<file path="src/rtl/vga_axil_wr_joiner_pkg.sv">
// Shared types and width defaults for the VGA AXI-Lite write front end.
package vga_axil_pkg;
  typedef enum logic [1:0] {
    RESP_OKAY   = 2'b00,
    RESP_SLVERR = 2'b10
  } axil_resp_e;

  localparam int DEF_AXIL_ADDR_WIDTH = 32;
  localparam int DEF_AXIL_DATA_WIDTH = 32;
endpackage

</file>
<file path="src/rtl/vga_axil_wr_joiner_if.sv">
// AXI-Lite write slave port plus the joined write-request port, seen from the joiner.
interface vga_axil_wr_joiner_if #(
  parameter int AW = 32,
  parameter int DW = 32
);
  localparam int SW = DW / 8;

  logic [AW-1:0] s_axil_awaddr_i;
  logic          s_axil_awvalid_i;
  logic          s_axil_awready_o;
  logic [DW-1:0] s_axil_wdata_i;
  logic [SW-1:0] s_axil_wstrb_i;
  logic          s_axil_wvalid_i;
  logic          s_axil_wready_o;
  logic [1:0]    s_axil_bresp_o;
  logic          s_axil_bvalid_o;
  logic          s_axil_bready_i;
  logic          wr_valid_o;
  logic          wr_ready_i;
  logic [AW-1:0] wr_addr_o;
  logic [DW-1:0] wr_data_o;
  logic [SW-1:0] wr_strb_o;

  modport slave (
    input  s_axil_awaddr_i, s_axil_awvalid_i, s_axil_wdata_i, s_axil_wstrb_i,
           s_axil_wvalid_i, s_axil_bready_i, wr_ready_i,
    output s_axil_awready_o, s_axil_wready_o, s_axil_bresp_o, s_axil_bvalid_o,
           wr_valid_o, wr_addr_o, wr_data_o, wr_strb_o
  );

  modport master (
    output s_axil_awaddr_i, s_axil_awvalid_i, s_axil_wdata_i, s_axil_wstrb_i,
           s_axil_wvalid_i, s_axil_bready_i, wr_ready_i,
    input  s_axil_awready_o, s_axil_wready_o, s_axil_bresp_o, s_axil_bvalid_o,
           wr_valid_o, wr_addr_o, wr_data_o, wr_strb_o
  );
endinterface

</file>
<file path="src/rtl/vga_axil_wr_joiner_fifo.sv">
// Synchronous FIFO with registered full/empty flags and an occupancy count.
module vga_axil_fifo #(
  parameter type T     = logic [7:0],
  parameter int  DEPTH = 4
) (
  input  logic                   clk_i,
  input  logic                   rst_i,
  input  logic                   push_i,
  input  T                       din_i,
  input  logic                   pop_i,
  output T                       dout_o,
  output logic                   full_o,
  output logic                   empty_o,
  output logic [$clog2(DEPTH):0] count_o
);
  localparam int PTR_W = $clog2(DEPTH);

  T                 r_mem [DEPTH];
  logic [PTR_W-1:0] r_wp, r_rp;
  logic [PTR_W:0]   r_cnt, w_cnt_n;
  logic             r_full, r_empty;
  logic             w_push, w_pop;

  assign w_push = push_i && !r_full;
  assign w_pop  = pop_i && !r_empty;

  always_comb begin
    w_cnt_n = r_cnt;
    case ({w_push, w_pop})
      2'b10:   w_cnt_n = r_cnt + (PTR_W+1)'(1);
      2'b01:   w_cnt_n = r_cnt - (PTR_W+1)'(1);
      default: w_cnt_n = r_cnt;
    endcase
  end

  // full is held high during reset so the upstream ready stays low until release
  always_ff @(posedge clk_i) begin
    if (rst_i) begin
      r_wp    <= '0;
      r_rp    <= '0;
      r_cnt   <= '0;
      r_full  <= 1'b1;
      r_empty <= 1'b1;
    end else begin
      if (w_push) r_wp <= r_wp + PTR_W'(1);
      if (w_pop)  r_rp <= r_rp + PTR_W'(1);
      r_cnt   <= w_cnt_n;
      r_full  <= (w_cnt_n == (PTR_W+1)'(DEPTH));
      r_empty <= (w_cnt_n == '0);
    end
  end

  always_ff @(posedge clk_i) begin
    if (w_push) r_mem[r_wp] <= din_i;
  end

  assign dout_o  = r_mem[r_rp];
  assign full_o  = r_full;
  assign empty_o = r_empty;
  assign count_o = r_cnt;
endmodule

</file>
<file path="src/rtl/vga_axil_wr_joiner.sv">
// Buffers AW and W independently, joins them into write requests, answers B in AW order.
module vga_axil_wr_joiner
  import vga_axil_pkg::*;
#(
  parameter int AXIL_ADDR_WIDTH = DEF_AXIL_ADDR_WIDTH,
  parameter int AXIL_DATA_WIDTH = DEF_AXIL_DATA_WIDTH,
  parameter int FIFO_DEPTH      = 4
) (
  input logic                clk_i,
  input logic                rst_i,
  vga_axil_wr_joiner_if.slave bus
);
  localparam int STRB_W = AXIL_DATA_WIDTH / 8;
  localparam int OFS_W  = $clog2(STRB_W);
  localparam int CNT_W  = $clog2(FIFO_DEPTH) + 1;

  typedef struct packed {
    logic [AXIL_DATA_WIDTH-1:0] data;
    logic [STRB_W-1:0]          strb;
  } wbeat_t;

  typedef struct packed {
    logic [AXIL_ADDR_WIDTH-1:0] addr;
    logic [AXIL_DATA_WIDTH-1:0] data;
    logic [STRB_W-1:0]          strb;
  } req_t;

  logic [AXIL_ADDR_WIDTH-1:0] w_aw_head;
  wbeat_t                     w_w_din, w_w_head;
  axil_resp_e                 w_b_din, w_b_head;
  logic                       w_aw_full, w_aw_empty, w_w_full, w_w_empty, w_b_full, w_b_empty;
  logic [CNT_W-1:0]           w_aw_cnt, w_w_cnt, w_b_cnt, w_b_free;
  logic                       w_aw_push, w_w_push, w_join, w_join_ok, w_join_err;
  logic                       w_accept, w_b_push, w_b_pop, w_misalign, w_unused;
  req_t                       r_req;
  logic                       r_wr_valid;

  assign w_aw_push = bus.s_axil_awvalid_i && !w_aw_full;
  assign w_w_push  = bus.s_axil_wvalid_i && !w_w_full;
  assign w_w_din   = '{data: bus.s_axil_wdata_i, strb: bus.s_axil_wstrb_i};

  // a loaded output register already owns one B slot, hence the strict compare
  assign w_misalign = |w_aw_head[OFS_W-1:0];
  assign w_b_free   = CNT_W'(FIFO_DEPTH) - w_b_cnt;
  assign w_accept   = r_wr_valid && bus.wr_ready_i;
  assign w_join     = !w_aw_empty && !w_w_empty
                   && (w_b_free > CNT_W'(r_wr_valid))
                   && (!r_wr_valid || bus.wr_ready_i)
                   && (!w_misalign || !r_wr_valid);
  assign w_join_ok  = w_join && !w_misalign;
  assign w_join_err = w_join && w_misalign;
  assign w_b_push   = w_accept || w_join_err;
  assign w_b_din    = w_join_err ? RESP_SLVERR : RESP_OKAY;
  assign w_b_pop    = !w_b_empty && bus.s_axil_bready_i;
  assign w_unused   = ^{w_aw_cnt, w_w_cnt, w_b_full};

  vga_axil_fifo #(.T(logic [AXIL_ADDR_WIDTH-1:0]), .DEPTH(FIFO_DEPTH)) u_aw_fifo (
    .clk_i(clk_i), .rst_i(rst_i), .push_i(w_aw_push), .din_i(bus.s_axil_awaddr_i),
    .pop_i(w_join), .dout_o(w_aw_head), .full_o(w_aw_full), .empty_o(w_aw_empty),
    .count_o(w_aw_cnt)
  );

  vga_axil_fifo #(.T(wbeat_t), .DEPTH(FIFO_DEPTH)) u_w_fifo (
    .clk_i(clk_i), .rst_i(rst_i), .push_i(w_w_push), .din_i(w_w_din),
    .pop_i(w_join), .dout_o(w_w_head), .full_o(w_w_full), .empty_o(w_w_empty),
    .count_o(w_w_cnt)
  );

  vga_axil_fifo #(.T(axil_resp_e), .DEPTH(FIFO_DEPTH)) u_b_fifo (
    .clk_i(clk_i), .rst_i(rst_i), .push_i(w_b_push), .din_i(w_b_din),
    .pop_i(w_b_pop), .dout_o(w_b_head), .full_o(w_b_full), .empty_o(w_b_empty),
    .count_o(w_b_cnt)
  );

  always_ff @(posedge clk_i) begin
    if (rst_i) begin
      r_wr_valid <= 1'b0;
      r_req      <= '0;
    end else if (w_join_ok) begin
      r_wr_valid <= 1'b1;
      r_req      <= '{addr: w_aw_head, data: w_w_head.data, strb: w_w_head.strb};
    end else if (w_accept) begin
      r_wr_valid <= 1'b0;
    end
  end

  assign bus.s_axil_awready_o = !w_aw_full;
  assign bus.s_axil_wready_o  = !w_w_full;
  assign bus.s_axil_bvalid_o  = !w_b_empty;
  assign bus.s_axil_bresp_o   = w_b_empty ? RESP_OKAY : w_b_head;
  assign bus.wr_valid_o       = r_wr_valid;
  assign bus.wr_addr_o        = r_req.addr;
  assign bus.wr_data_o        = r_req.data;
  assign bus.wr_strb_o        = r_req.strb;
endmodule
</file>
<file path="src/flat_wrapper.sv">
// flat-port wrapper written by rule: the top's interface ports become plain ports
module vga_axil_wr_joiner_flat import vga_axil_pkg::*;
#(
  parameter int AXIL_ADDR_WIDTH = DEF_AXIL_ADDR_WIDTH,
  parameter int AXIL_DATA_WIDTH = DEF_AXIL_DATA_WIDTH,
  parameter int FIFO_DEPTH      = 4
)
  (clk_i, rst_i, bus_s_axil_awaddr_i, bus_s_axil_awvalid_i, bus_s_axil_wdata_i, bus_s_axil_wstrb_i, bus_s_axil_wvalid_i, bus_s_axil_bready_i, bus_wr_ready_i, bus_s_axil_awready_o, bus_s_axil_wready_o, bus_s_axil_bresp_o, bus_s_axil_bvalid_o, bus_wr_valid_o, bus_wr_addr_o, bus_wr_data_o, bus_wr_strb_o);
  vga_axil_wr_joiner_if bus_i ();
  input logic clk_i;
  input logic rst_i;
  input wire logic [$bits(bus_i.s_axil_awaddr_i)-1:0] bus_s_axil_awaddr_i;
  input wire logic [$bits(bus_i.s_axil_awvalid_i)-1:0] bus_s_axil_awvalid_i;
  input wire logic [$bits(bus_i.s_axil_wdata_i)-1:0] bus_s_axil_wdata_i;
  input wire logic [$bits(bus_i.s_axil_wstrb_i)-1:0] bus_s_axil_wstrb_i;
  input wire logic [$bits(bus_i.s_axil_wvalid_i)-1:0] bus_s_axil_wvalid_i;
  input wire logic [$bits(bus_i.s_axil_bready_i)-1:0] bus_s_axil_bready_i;
  input wire logic [$bits(bus_i.wr_ready_i)-1:0] bus_wr_ready_i;
  output wire logic [$bits(bus_i.s_axil_awready_o)-1:0] bus_s_axil_awready_o;
  output wire logic [$bits(bus_i.s_axil_wready_o)-1:0] bus_s_axil_wready_o;
  output wire logic [$bits(bus_i.s_axil_bresp_o)-1:0] bus_s_axil_bresp_o;
  output wire logic [$bits(bus_i.s_axil_bvalid_o)-1:0] bus_s_axil_bvalid_o;
  output wire logic [$bits(bus_i.wr_valid_o)-1:0] bus_wr_valid_o;
  output wire logic [$bits(bus_i.wr_addr_o)-1:0] bus_wr_addr_o;
  output wire logic [$bits(bus_i.wr_data_o)-1:0] bus_wr_data_o;
  output wire logic [$bits(bus_i.wr_strb_o)-1:0] bus_wr_strb_o;
  assign bus_i.s_axil_awaddr_i = bus_s_axil_awaddr_i;
  assign bus_i.s_axil_awvalid_i = bus_s_axil_awvalid_i;
  assign bus_i.s_axil_wdata_i = bus_s_axil_wdata_i;
  assign bus_i.s_axil_wstrb_i = bus_s_axil_wstrb_i;
  assign bus_i.s_axil_wvalid_i = bus_s_axil_wvalid_i;
  assign bus_i.s_axil_bready_i = bus_s_axil_bready_i;
  assign bus_i.wr_ready_i = bus_wr_ready_i;
  assign bus_s_axil_awready_o = bus_i.s_axil_awready_o;
  assign bus_s_axil_wready_o = bus_i.s_axil_wready_o;
  assign bus_s_axil_bresp_o = bus_i.s_axil_bresp_o;
  assign bus_s_axil_bvalid_o = bus_i.s_axil_bvalid_o;
  assign bus_wr_valid_o = bus_i.wr_valid_o;
  assign bus_wr_addr_o = bus_i.wr_addr_o;
  assign bus_wr_data_o = bus_i.wr_data_o;
  assign bus_wr_strb_o = bus_i.wr_strb_o;
  vga_axil_wr_joiner #(.AXIL_ADDR_WIDTH(AXIL_ADDR_WIDTH), .AXIL_DATA_WIDTH(AXIL_DATA_WIDTH), .FIFO_DEPTH(FIFO_DEPTH)) u_core (.clk_i(clk_i), .rst_i(rst_i), .bus(bus_i));
endmodule
</file>
<file path="config.mk">
export PLATFORM = sky130hd
export DESIGN_NAME = vga_axil_wr_joiner_flat
export DESIGN_NICKNAME = d
export VERILOG_FILES = /design/src/rtl/vga_axil_wr_joiner_pkg.sv /design/src/rtl/vga_axil_wr_joiner_if.sv /design/src/rtl/vga_axil_wr_joiner_fifo.sv /design/src/rtl/vga_axil_wr_joiner.sv /design/src/flat_wrapper.sv
export SDC_FILE = /design/constraint.sdc
export NUM_CORES = 1
export LEC_CHECK = 0
export BUFFER_PORTS_ARGS = -buffer_cell sky130_fd_sc_hd__buf_2
export CORE_MARGIN = 2
export CORE_UTILIZATION = 53
export DETAILED_ROUTE_END_ITERATION = 10
export GPL_TIMING_DRIVEN = 0
export HOLD_SLACK_MARGIN = 0.08
export PLACE_DENSITY = 0.76
export SYNTH_ARGS = -nofsm -noshare
export SYNTH_HDL_FRONTEND = slang
export SYNTH_HIERARCHICAL = 1
export SYNTH_SLANG_ARGS = --single-unit
</file>
<file path="constraint.sdc">
create_clock -name clk_i -period 3.6 [get_ports clk_i]
set_clock_uncertainty 0.05 [all_clocks]
set_input_delay 1.08 -clock clk_i [delete_from_list [all_inputs] [get_ports clk_i]]
set_output_delay 1.08 -clock clk_i [all_outputs]
set_load 0.02 [all_outputs]
</file>
; ---- Word-level counts from Yosys, hierarchy flattened
; Memory sizes are Yosys's and may differ from the RTL's. A register that Yosys moved wholly into a read port is not among the register bits.
; Cells that the tools add are included.
; W data, S select, Z words.
[classes]
n_mux = 17
n_reduce_logical = 32
n_lt_le_gt_ge = 1
eq_ne = 9
addsub = 13
[op_table]
columns = operator, n
row1 = $pmux W3 S2, 3
row2 = $logic_and A1 B1 Y1, 16
row3 = $add A2 B1 Y2 const B, 6
row4 = $mux W2, 6
row5 = $add A3 B1 Y3 const B, 3
row6 = $eq A3 B3 Y1 const B, 3
row7 = $logic_not A3 Y1, 3
row8 = $sub A3 B1 Y3 const B, 3
row9 = $logic_not A1 Y1, 8
row10 = $mux W1, 8
row11 = $eq A2 B1 Y1 const B, 3
row12 = $eq A2 B2 Y1 const B, 3
row13 = $gt A3 B1 Y1, 1
row14 = $logic_or A1 B1 Y1, 3
row15 = $sub A3 B3 Y3 const A, 1
row16 = $reduce_bool A2 Y1, 1
row17 = $reduce_or A2 Y1, 1
[word_totals]
word_cells = 92
register_bits = 60
ramBits = 280
n_memories = 3
out_inout_bits = 74
[mem_list]
columns = memory, words, width, rd, rd_clocked_by_memory_dff, write_ports, line
row1 = u_core.u_w_fifo.r_mem, 4, 36, 1, 1, 1, vga_axil_wr_joiner_fifo.sv:18  ; T r_mem [DEPTH];
row2 = u_core.u_aw_fifo.r_mem, 4, 32, 1, 1, 1, vga_axil_wr_joiner_fifo.sv:18
row3 = u_core.u_b_fifo.r_mem, 4, 2, 1, 1, 1, vga_axil_wr_joiner_fifo.sv:18

; ---- Longest topological paths before layout
[logic_depth]
depth_word = 11
mapped_depth = 17
mapped_depth_nobuf = 14

; ---- Cells and area by module
; The synthesis kept the hierarchy.
[by_module_without_submodules]
columns = mod, seq_area_each_um2, area_per_inst_um2, cells_each, instances
row1 = vga_axil_fifo at u_core.u_w_fifo, 4544.4, 5799.3, 249, 1
row2 = vga_axil_fifo at u_core.u_aw_fifo, 4063.9, 5203.7, 224, 1
row3 = vga_axil_wr_joiner, 1381.3, 3060.4, 397, 1
row4 = vga_axil_fifo at u_core.u_b_fifo, 460.4, 848.3, 71, 1

; ---- Least setup slack after synthesis
; No wires, ideal clock.
[synth_timing]
path_type = in2reg
start = input port bus_wr_ready_i
end = register u_core.u_b_fifo.r_full, in the netlist u_core/u_b_fifo/full_o
t_required_ps = 3420
path_stages = 13
setup_slack_ps = -100
arrival_time_ps = 3519
cell_sequence = nand2b_1 o311ai_4 clkbuf_1 nor3b_1 a21o_1 nor2b_1 clkbuf_1 inv_1 ha_1 inv_1 fa_1 a311oi_1 nor3_1
[synth_between]
elab_chain_len = 9
word_cells_on_any_way = 11
classes_between = eq/ne: 3 / mux: 1 / reduce/logical: 7
[synth_rtl]
columns = item, line
row1 = start: declaration, flat_wrapper.sv:18  ; input wire logic [$bits(bus_i.wr_ready_i)-1:0] bus_wr_ready_i;
row2 = $logic_or A1 B1 Y1 (*), vga_axil_wr_joiner.sv:48  ; && (!r_wr_valid || bus.wr_ready_i)
row3 = $logic_and A1 B1 Y1 (*), vga_axil_wr_joiner.sv:48
row4 = $logic_and A1 B1 Y1 (*), vga_axil_wr_joiner.sv:49  ; && (!w_misalign || !r_wr_valid);
row5 = $logic_and A1 B1 Y1 (*), vga_axil_wr_joiner.sv:51  ; assign w_join_err = w_join && w_misalign;
row6 = via u_core.w_join_err, vga_axil_wr_joiner.sv:33  ; logic w_aw_push, w_w_push, w_join, w_join_ok, w_join_err;
row7 = $logic_or A1 B1 Y1 (*), vga_axil_wr_joiner.sv:52  ; assign w_b_push = w_accept || w_join_err;
row8 = via u_core.w_b_push, vga_axil_wr_joiner.sv:34  ; logic w_accept, w_b_push, w_b_pop, w_misalign, w_unused;
row9 = $logic_and A1 B1 Y1 (*), vga_axil_wr_joiner_fifo.sv:24  ; assign w_push = push_i && !r_full;
row10 = $eq A2 B1 Y1 or $eq A2 B2 Y1 (tied branches), vga_axil_wr_joiner_fifo.sv:29  ; case ({w_push, w_pop})
row11 = $pmux W3 S2 (*), vga_axil_wr_joiner_fifo.sv:29
row12 = $eq A3 B3 Y1 (*), vga_axil_wr_joiner_fifo.sv:48  ; r_full <= (w_cnt_n == (PTR_W+1)'(DEPTH));
row13 = end signal: assignment, vga_axil_wr_joiner_fifo.sv:48
row14 = end: declaration, vga_axil_wr_joiner_fifo.sv:21  ; logic r_full, r_empty;
; Mark *: on every way through the listed nets, which the timed path passes. The rest lies on a longest branch.
; A chain may end at the register's enable or synchronous reset.

==> reports/metrics.cfg <==
[outcome]
status = completed

[timing]
timing.setup.tns_ns = 0
setup_viol = 0
fin_crit_ns = 3.44
worst_pin_slew_ns = 1.01
finalCritPeriodShare_pct = 95.7
maxSlewHeadroom_pct = 32.7
clock.fmax_ghz = 0.290
rsz0062_at_grt = no
slew_violations = 0
hold_viol = 0

[routing]
route.detailed.drc = 0
drtIter0Drc = 584
wl_mm = 30.8
wl_per_cell_um = 19.8
viasPerCell = 5.40
num_vias = 8407
drt_first_pass_iters = 5
ant_nets = 0

[clocking]
cts_buffer_depth = 3
clk_pin_slew_ns = 0.06
clock_latency_ns = 0.53
cts_made_buffers = 38
cts_tree = built
cts_max_level = 2
clkSinkCount = 382
clockRootBuffer = clkbuf_16

[yosys]
synth.distinct_cells = 37
synth_seq_cells = 382
seq_area_frac_synth_pct = 70.1
synth_cells = 941
yosys.area.top_type = edfxtp_1
synth-xor-area-share_pct = 1.06
synth_ff_type = edfxtp_1
yosysWarnings = 6
synthTopCellsByArea = edfxtp_1 56%, dfxtp_1 14%, mux4_2 9.4%, or3_1 2.8%, a21oi_1 2.5%
synthMuxAreaShare_pct = 11.0
synth_edf_count = 280
synth_compound_area_share_pct = 5.31
avgSynthCellArea_um2 = 15.8
synth_top_family_by_area = multiplexers
syn_area_um2 = 14900
synth_adder_area_share_pct = 1.83
synth_simple_gate_area_share_pct = 5.70
synthArstFlopShare_pct = 0
yosysTopAreaCellShare_pct = 56.4

[final_layout]
fillers = 1958
synthToLayoutAreaGrowth_pct = 18.8
design_area_um2 = 17700
layout_commonest_cell = edfxtp_1
finalNetCount = 1238
layout-drive-gt1-share_pct = 29.5
mostFrequentLayoutCells = 280 x edfxtp_1, 156 x buf_2, 102 x dfxtp_1

[global_routing]
grt_pass1_vias = 8571
antenna_found_initial = 6
track_usage_pct = 21.0
grt_pass1_wl_mm = 46.7
overflow = 0
grt_max_degree = 33

[placement]
globalplace.congestion = 0.746
dpl.hpwl_mm = 19.8
io_buffers = 147
place_area_um2 = 16200

[setup_path]
cp-start-kind = flip-flop
worst-setup-path-type = flip-flop to flip-flop
cp.required_ns = 3.95
critPathMaxFanout = 10
critPathArrivalTime_ns = 3.80
endpoint_kind = flip-flop

[floorplanning]
core_area_um2 = 27700
row_count = 61
chipWidth_um = 172
die-area_um2 = 29500
pin_count = 148
die_h_um = 172
initial_core_util_pct = 53.8

[hold_path]
min_path_type = flip-flop to flip-flop

[power_and_ir_drop]
power_leakage_uw = 0.00637
powerDensity_nw_per_um2 = 515
peakVddDrop_mv = 0.504
total_power_uw = 9120

[job]
maxCapViolations = 0

[cell families after synthesis]
logic type | Yosys count
DFF | 382
buffers and inverters | 150
AOI/OAI and AO/OA | 149
and+or+nand+nor | 147
muxes | 74
adders and majority gates | 20
xor gates and xnor gates | 18
other | 1
[layout make-up]
type	instances	area [µm²]	share of cell area (%)
Sequential cell	382	10500	59.0
Multi-Input combinational cell	412	3870	21.8
Timing Repair Buffer	161	891	5.03
Tap cell	378	473	2.67
Clock inverter	18	164	0.925
Clock buffer	52	1100	6.23
Antenna cell	4	10.0	0.0565
Inverter	89	334	1.89
Buffer	60	429	2.42
[through the flow]
step                      cells  setup WS (ns)  hold WS (ns)  util, %
after floorplan             944        0.00652         0.422        -
after global placement     1469         -0.698         0.407     58.3
after detailed placement   1473         -0.753         0.414     58.6
after CTS                  1550         0.0395         0.423     63.7
after global routing       1555       0.000675         0.438     64.0
final                      1556          0.156         0.422     64.0
[per-layer routing]
| metal | vias to the layer above | share of wire [%] | routed length (µm) | GRT usage, % |
|---|---|---|---|---|
| met3 | 60 | 5.7 | 1770 | 3.64 |
| li1 | 3892 | - | - | - |
| met4 | 4 | 3.0 | 920 | 7.16 |
| met2 | 256 | 51 | 15700 | 35.9 |
| met5 | - | 0.075 | 23 | 0 |
| met1 | 4195 | 40 | 12500 | 27.4 |
[timing repair]
action,4_1_cts,5_1_grt
setup buffers,8,2
cloned,0,0
gates resized for setup,22,11
pin swaps,5,3
hold buffers,0,0
setup endpoints to repair,13,6
[report_power, final]
group	total [µW]	leakage (µW)	internal, µW	switching [µW]
Combinational	355	0.00237	136	219
Clock	3940	0.000637	2310	1630
Sequential	4830	0.00335	4800	30.0
[synthesized netlist by cell type (all sizes together), types with 5 or more instances]
cell type / count
and2: 12
xor2: 10
nor3b: 7
inv: 89
a21oi: 73
dfxtp: 102
o21ai: 66
or2: 5
clkbuf: 36
xnor2: 8
ha: 17
nor2b: 12
buf: 25
or3: 66
mux4: 70
edfxtp: 280
nor3: 8
nor2: 29
[flip-flops by register name (all words and copies together) (netlist names), 2 cells and up, named ones only]
name                      flops
u_core/bus.wr_addr_o         32
u_core/bus.wr_data_o         32
u_core/bus.wr_strb_o          4
u_core/u_aw_fifo/count_o      3
u_core/u_aw_fifo/r_mem      128
u_core/u_aw_fifo/r_rp         2
u_core/u_aw_fifo/r_wp         2
u_core/u_b_fifo/count_o       3
u_core/u_b_fifo/r_mem         8
u_core/u_b_fifo/r_rp          2
u_core/u_b_fifo/r_wp          2
u_core/u_w_fifo/count_o       3
u_core/u_w_fifo/r_mem       144
u_core/u_w_fifo/r_rp          2
u_core/u_w_fifo/r_wp          2
[final timing paths]
check                                         from                                     to  slack [ns]  cells past startpoint
max                                      flip-flop  u_core/u_b_fifo/count_o[2]$_SDFF_PP0_        0.16                     16
min          u_core/bus.wr_addr_o[10]$_SDFFE_PP0P_  u_core/bus.wr_addr_o[10]$_SDFFE_PP0P_        0.42                      2
max reg2reg                              flip-flop  u_core/u_b_fifo/count_o[2]$_SDFF_PP0_        0.16                     16
min reg2reg  u_core/bus.wr_addr_o[10]$_SDFFE_PP0P_  u_core/bus.wr_addr_o[10]$_SDFFE_PP0P_        0.42                      2
[critical path, stage by stage, from the launching register on]
cell	delay [ns]
dfxtp_1	0.33
buf_6	0.11
buf_12	0.11
mux4_2	0.47
or2_1	0.26
buf_8	0.15
clkbuf_8	0.16
nor3b_4	0.17
a21o_1	0.17
nor2b_4	0.15
inv_2	0.07
ha_4	0.15
inv_1	0.06
fa_2	0.40
xnor2_2	0.20
a21oi_2	0.09
or2_1	0.23
Power figures use the tool's default switching activity.
